### config.mk
export PLATFORM = sky130hd
export DESIGN_NAME = dff_pipeline
export DESIGN_NICKNAME = d
export VERILOG_FILES = /design/src/rtl/dff_pipeline_pkg.sv /design/src/rtl/dff_pipeline_stage.sv /design/src/rtl/dff_pipeline.sv
export SDC_FILE = /design/constraint.sdc
export NUM_CORES = 1
export LEC_CHECK = 0
export ABC_CLOCK_PERIOD_IN_PS = 1100
export CORE_ASPECT_RATIO = 0.8
export CORE_MARGIN = 1
export CORE_UTILIZATION = 48
export DETAILED_ROUTE_END_ITERATION = 10
export GPL_TIMING_DRIVEN = 0
export PLACE_DENSITY = 0.79
export SLEW_MARGIN = 0
export SYNTH_ARGS = -nofsm -noshare
export SYNTH_HDL_FRONTEND = slang
export SYNTH_SLANG_ARGS = --single-unit
### constraint.sdc
create_clock -name clk -period 1.1 [get_ports clk]
set_input_delay 0.22 -clock clk [delete_from_list [all_inputs] [get_ports clk]]
set_output_delay 0.22 -clock clk [all_outputs]
set_load 0.02 [all_outputs]
### src/rtl/dff_pipeline_pkg.sv
// Shared constants and helpers for the dff_pipeline slice.
package dff_pipeline_pkg;

  localparam int unsigned DEF_WIDTH = 8;
  localparam int unsigned DEF_DEPTH = 4;

  // Bits needed to count 0..depth valid stages.
  function automatic int unsigned occ_width(input int unsigned depth);
    return $clog2(depth + 1);
  endfunction

endpackage

### src/rtl/dff_pipeline_stage.sv
// One register stage of dff_pipeline: valid bit plus data word.
module pipe_stage
  import dff_pipeline_pkg::*;
#(
  parameter int unsigned WIDTH = DEF_WIDTH
) (
  input  logic             clk,
  input  logic             rst_n,
  input  logic             flush,
  input  logic             load,
  input  logic             prev_valid,
  input  logic [WIDTH-1:0] prev_data,
  output logic             valid,
  output logic [WIDTH-1:0] data
);

  // Reset clears everything; flush drops the entry but keeps data; load shifts in.
  always_ff @(posedge clk) begin
    if (!rst_n) begin
      valid <= 1'b0;
      data  <= '0;
    end else if (flush) begin
      valid <= 1'b0;
    end else if (load) begin
      valid <= prev_valid;
      data  <= prev_data;
    end
  end

endmodule

### src/rtl/dff_pipeline.sv
// Valid/ready register pipeline with a combinational bubble-collapsing
// ready chain. Optional occupancy counter under macro PIPE_OCCUPANCY_EN.
module dff_pipeline
  import dff_pipeline_pkg::*;
#(
  parameter int unsigned WIDTH = DEF_WIDTH,
  parameter int unsigned DEPTH = DEF_DEPTH
) (
  input  logic             clk,
  input  logic             rst_n,
  input  logic             flush,
  input  logic [WIDTH-1:0] in_data,
  input  logic             in_valid,
  output logic             in_ready,
  output logic [WIDTH-1:0] out_data,
  output logic             out_valid,
  input  logic             out_ready
`ifdef PIPE_OCCUPANCY_EN
  ,
  output logic [occ_width(DEPTH)-1:0] occupancy
`endif
);

  logic             v     [DEPTH];
  logic [WIDTH-1:0] d     [DEPTH];
  logic             ready [DEPTH+1];

  assign ready[DEPTH] = out_ready;

  for (genvar i = 0; i < DEPTH; i++) begin : g_stage
    // A stage can take new contents if it is empty or its successor moves.
    assign ready[i] = !v[i] || ready[i+1];

    if (i == 0) begin : g_head
      pipe_stage #(
        .WIDTH(WIDTH)
      ) u_stage (
        .clk       (clk),
        .rst_n     (rst_n),
        .flush     (flush),
        .load      (ready[i]),
        .prev_valid(in_valid && !flush),
        .prev_data (in_data),
        .valid     (v[i]),
        .data      (d[i])
      );
    end else begin : g_body
      pipe_stage #(
        .WIDTH(WIDTH)
      ) u_stage (
        .clk       (clk),
        .rst_n     (rst_n),
        .flush     (flush),
        .load      (ready[i]),
        .prev_valid(v[i-1]),
        .prev_data (d[i-1]),
        .valid     (v[i]),
        .data      (d[i])
      );
    end
  end

  assign in_ready  = ready[0] && !flush;
  assign out_valid = v[DEPTH-1];
  assign out_data  = d[DEPTH-1];

`ifdef PIPE_OCCUPANCY_EN
  localparam int unsigned OCC_W = occ_width(DEPTH);

  logic             in_xfer;
  logic             out_xfer;
  logic [OCC_W-1:0] occ_q;

  assign in_xfer  = in_valid && in_ready;
  assign out_xfer = out_valid && out_ready;

  // Track valid-stage count from transfer events; flush and reset zero it.
  always_ff @(posedge clk) begin
    if (!rst_n || flush) begin
      occ_q <= '0;
    end else if (in_xfer && !out_xfer) begin
      occ_q <= occ_q + OCC_W'(1);
    end else if (!in_xfer && out_xfer) begin
      occ_q <= occ_q - OCC_W'(1);
    end
  end

  assign occupancy = occ_q;
`endif

endmodule

==> impl_results.md <==
- Status: complete, but fails checks
- Failing checks: negative setup slack
- Worst Tran Pin Value: 0.284 ns
- Fraction of registers with async set/reset: 0%
- Post-synth EDFFs: 0
- CP max stage delay: 0.33 ns
- Sequential share of the synthesized area: 45.4%
- IO Port Bufs: 21
- Max-cap check violation count: 0
- Yosys Warn Count: 0
- Die Area: 3550 um2
- Largest net degree at the start of global routing: 12
- Root buffer cell: clkbuf_8
- Setup violators final: 27
- Vias post-DR: 1421
- Tot GR Track Use: 24.4%
- Clock sinks: 36
- Final wirelength: 3880 um
- Core Area: 3130 um2
- DRC: 0
- Worst-Skew Late Latency: 0.30 ns
- Cells after Synth: 179
- DR vias/cell: 5.55
- Crit path launch type: flop
- Post-DP HPWL: 2490 um
- Leakage: 0.890 nW
- Final core occ: 69.9%
- Total CTS buffers: 5
- Die height: 53.5 um
- CTS Hold Bufs: 0
- Clock transition at path regs: 0.08 ns
- Synth Flop Type: dfxtp_1
- Layout cells sized above 1: 35.2%
- Arrival time worst endpoint: 1.17 ns
- Hold Crit Endpoint: g_stage[0].g_head.u_stage.data[0]
- GP Congestion: 0.810
- RSZ-0062 raised after global routing: yes
- Final period utilization: 127%
- Power per cell area: 1230 nW/um2
- Vias in the first global route: 1381
- Max-slew violation count: 0
- Max frequency: 718 MHz
- Initial core utilization: 50.8%
- Top delay family on crit path: flip-flops
- Die width: 66.3 um
- TritonCTS clock tree: yes
- FP Rows: 18
- Fill cell count: 224
- Antenna Diode Count: 0
- Syn avg cell area: 8.88 um2
- HP Class: input pin to flop
- Initial antenna violation count: 0
- WP data required: 0.88 ns
- Worst r2r src: g_stage[3].g_body.u_stage.valid
- WS Path Type: flop to output pin
- Nets@finish: 228
- DRT antenna net count: 0
- Synth Register Bits: 36
- Max-slew headroom: 81.0%
- Reg2reg path depth: 5
- Post-Syn Area: 1590 um2
- DR WL/cell: 15.1 um
- Setup WS post-layout: -0.293 ns
- Slowest cell on the critical path: dfxtp_2
- Area Overhead vs Synth: 37.7%
- Hold Fails Final Rpt: 0
- Worst-path maximum fanout: 3
- Drt first pass iters: 4
- # IOs: 23
- H-tree depth: 2
- CTS Buffer Depth: 2
- Global route overflow: 0
- Worst R2R Setup Slack: -0.20 ns
- Fin crit period: 1.39 ns
- Reg2reg end: g_stage[1].g_body.u_stage.data[6]
- Drt initial violations: 74
- Cell Chain, Critical Path: and3b_2 -> a31oi_4 -> buf_6
- Syn nets: 192
- First-pass GRT wire length: 6200 um
- DP Area: 1860 um2
- Hold-critical path depth: 4
- Skew final: 0.0138 ns
- Unique masters post-synth: 25
- Critical Path Sink Type: output pin
- Buf/Inv on CP: 1
- Worst vdd ir: 0.972 mV
- Hold Crit Start: flush
- Final design area excluding fillers: 2190 um2
==> how the worst max path moves through the flow <==
stage                                          startpoint                                end  slack (ns)  depth (start not counted)
after floorplan           g_stage[3].g_body.u_stage.valid  g_stage[1].g_body.u_stage.data[0]        -0.1                          4
after global placement                          out_ready                           in_ready       -0.94                          5
after detailed placement                        out_ready                           in_ready       -0.97                          5
after CTS                 g_stage[2].g_body.u_stage.valid                           in_ready       -0.34                          4
after global routing      g_stage[3].g_body.u_stage.valid                           in_ready       -0.31                          3
final                     g_stage[3].g_body.u_stage.valid                           in_ready       -0.29                          3
==> area by class of cell <==
class	instances	area, um2	area share [%]
Buffer	17	119	5.43
Clock buffer	6	82.6	3.77
Clock inverter	2	10.0	0.457
Inverter	2	7.51	0.343
Multi-Input combinational cell	121	840	38.4
Sequential cell	36	738	33.7
Tap cell	40	50.0	2.29
Timing Repair Buffer	32	342	15.6
==> power breakdown <==
part	total, mW	internal, mW	leakage, nW	switching, mW
sequential	1.39	1.36	0.300	0.0297
combinational	0.329	0.163	0.539	0.165
clock	0.971	0.499	0.0510	0.472
==> tightest hold or removal path, delay by kind of cell <==
family          cells  cell delay [ns]
simple gates        2             0.17
buf+inv             1             0.20
compound gates      1             0.09
==> metal layers <==
layer	GRT usage (%)	vias up	part of all wire [%]	routed length, um
li1	-	698	-	-
met1	28.7	660	43	1680
met2	41.2	53	50	1930
met3	7.76	10	5.2	203
met4	9.93	0	1.6	63
met5	0	-	0	0
==> registers in the layout, summed over array words and instances (netlist names) <==
| signal | flops |
|---|---|
| g_stage.g_head.u_stage.valid | 1 |
| g_stage.g_head.u_stage.data | 8 |
| g_stage.g_body.u_stage.data | 24 |
| g_stage.g_body.u_stage.valid | 3 |
==> layout by cell type (no fill, tap or decap), types with 3 or more instances in the layout <==
| cell | count |
|---|---|
| dfxtp_2 | 11 |
| and3_1 | 8 |
| a21oi_1 | 8 |
| nor2_1 | 4 |
| clkbuf_4 | 3 |
| o311ai_1 | 7 |
| nor2b_1 | 8 |
| buf_6 | 12 |
| dfxtp_1 | 24 |
| mux2i_1 | 14 |
| buf_12 | 3 |
| o21ai_0 | 5 |
| a31oi_4 | 4 |
| a31oi_1 | 5 |
| buf_4 | 14 |
| clkdlybuf4s50_1 | 9 |
| nand3_1 | 16 |
| buf_2 | 6 |
| clkbuf_8 | 6 |
| o21ai_1 | 3 |
| nand2_1 | 25 |
==> through the flow <==
step	TNS, ns	power (mW)	setup WS (ns)	std cells	hold slack, ns
after global placement	-19.22	1.67	-0.940	240	0.451
after CTS	-3.53	2.67	-0.335	256	0.416
final	-3.18	2.69	-0.293	256	0.429
after floorplan	-1.54	1.59	-0.0967	179	0.338
after detailed placement	-21.45	1.69	-0.974	240	0.450
after global routing	-4.15	2.81	-0.314	256	0.442
==> cells by family after synthesis <==
kind of cell	after synthesis	synth area share (%)
buffers and inverters	22	8.19
AOI/OAI and AO/OA	36	14.7
muxes	16	10.1
DFF	36	45.4
and+or+nand+nor	69	21.7
==> synth_stat cells (2+ instances only) <==
library cell  instances  area share, %
a21oi_1               9            2.8
o311ai_1              8            4.4
buf_4                 8            3.8
a31oi_1              10            3.9
clkbuf_1              2           0.47
nand3_1              16            5.0
mux2i_1              16             10
and3_1                8            3.1
buf_2                 8            2.5
o21ai_0               8            2.5
dfxtp_1              36             45
nor2_1                6            1.4
nand2_1              25            5.9
nor2b_1               8            3.1
==> repair_timing <==
action                                  in CTS  in global routing
pin swaps                                    8                  5
resized for setup                           66                 35
endpoints found under the setup margin      46                 43
buffers inserted                             9                  2
hold endpoints to repair                     0                  0
(Power assumes the default switching activity.)
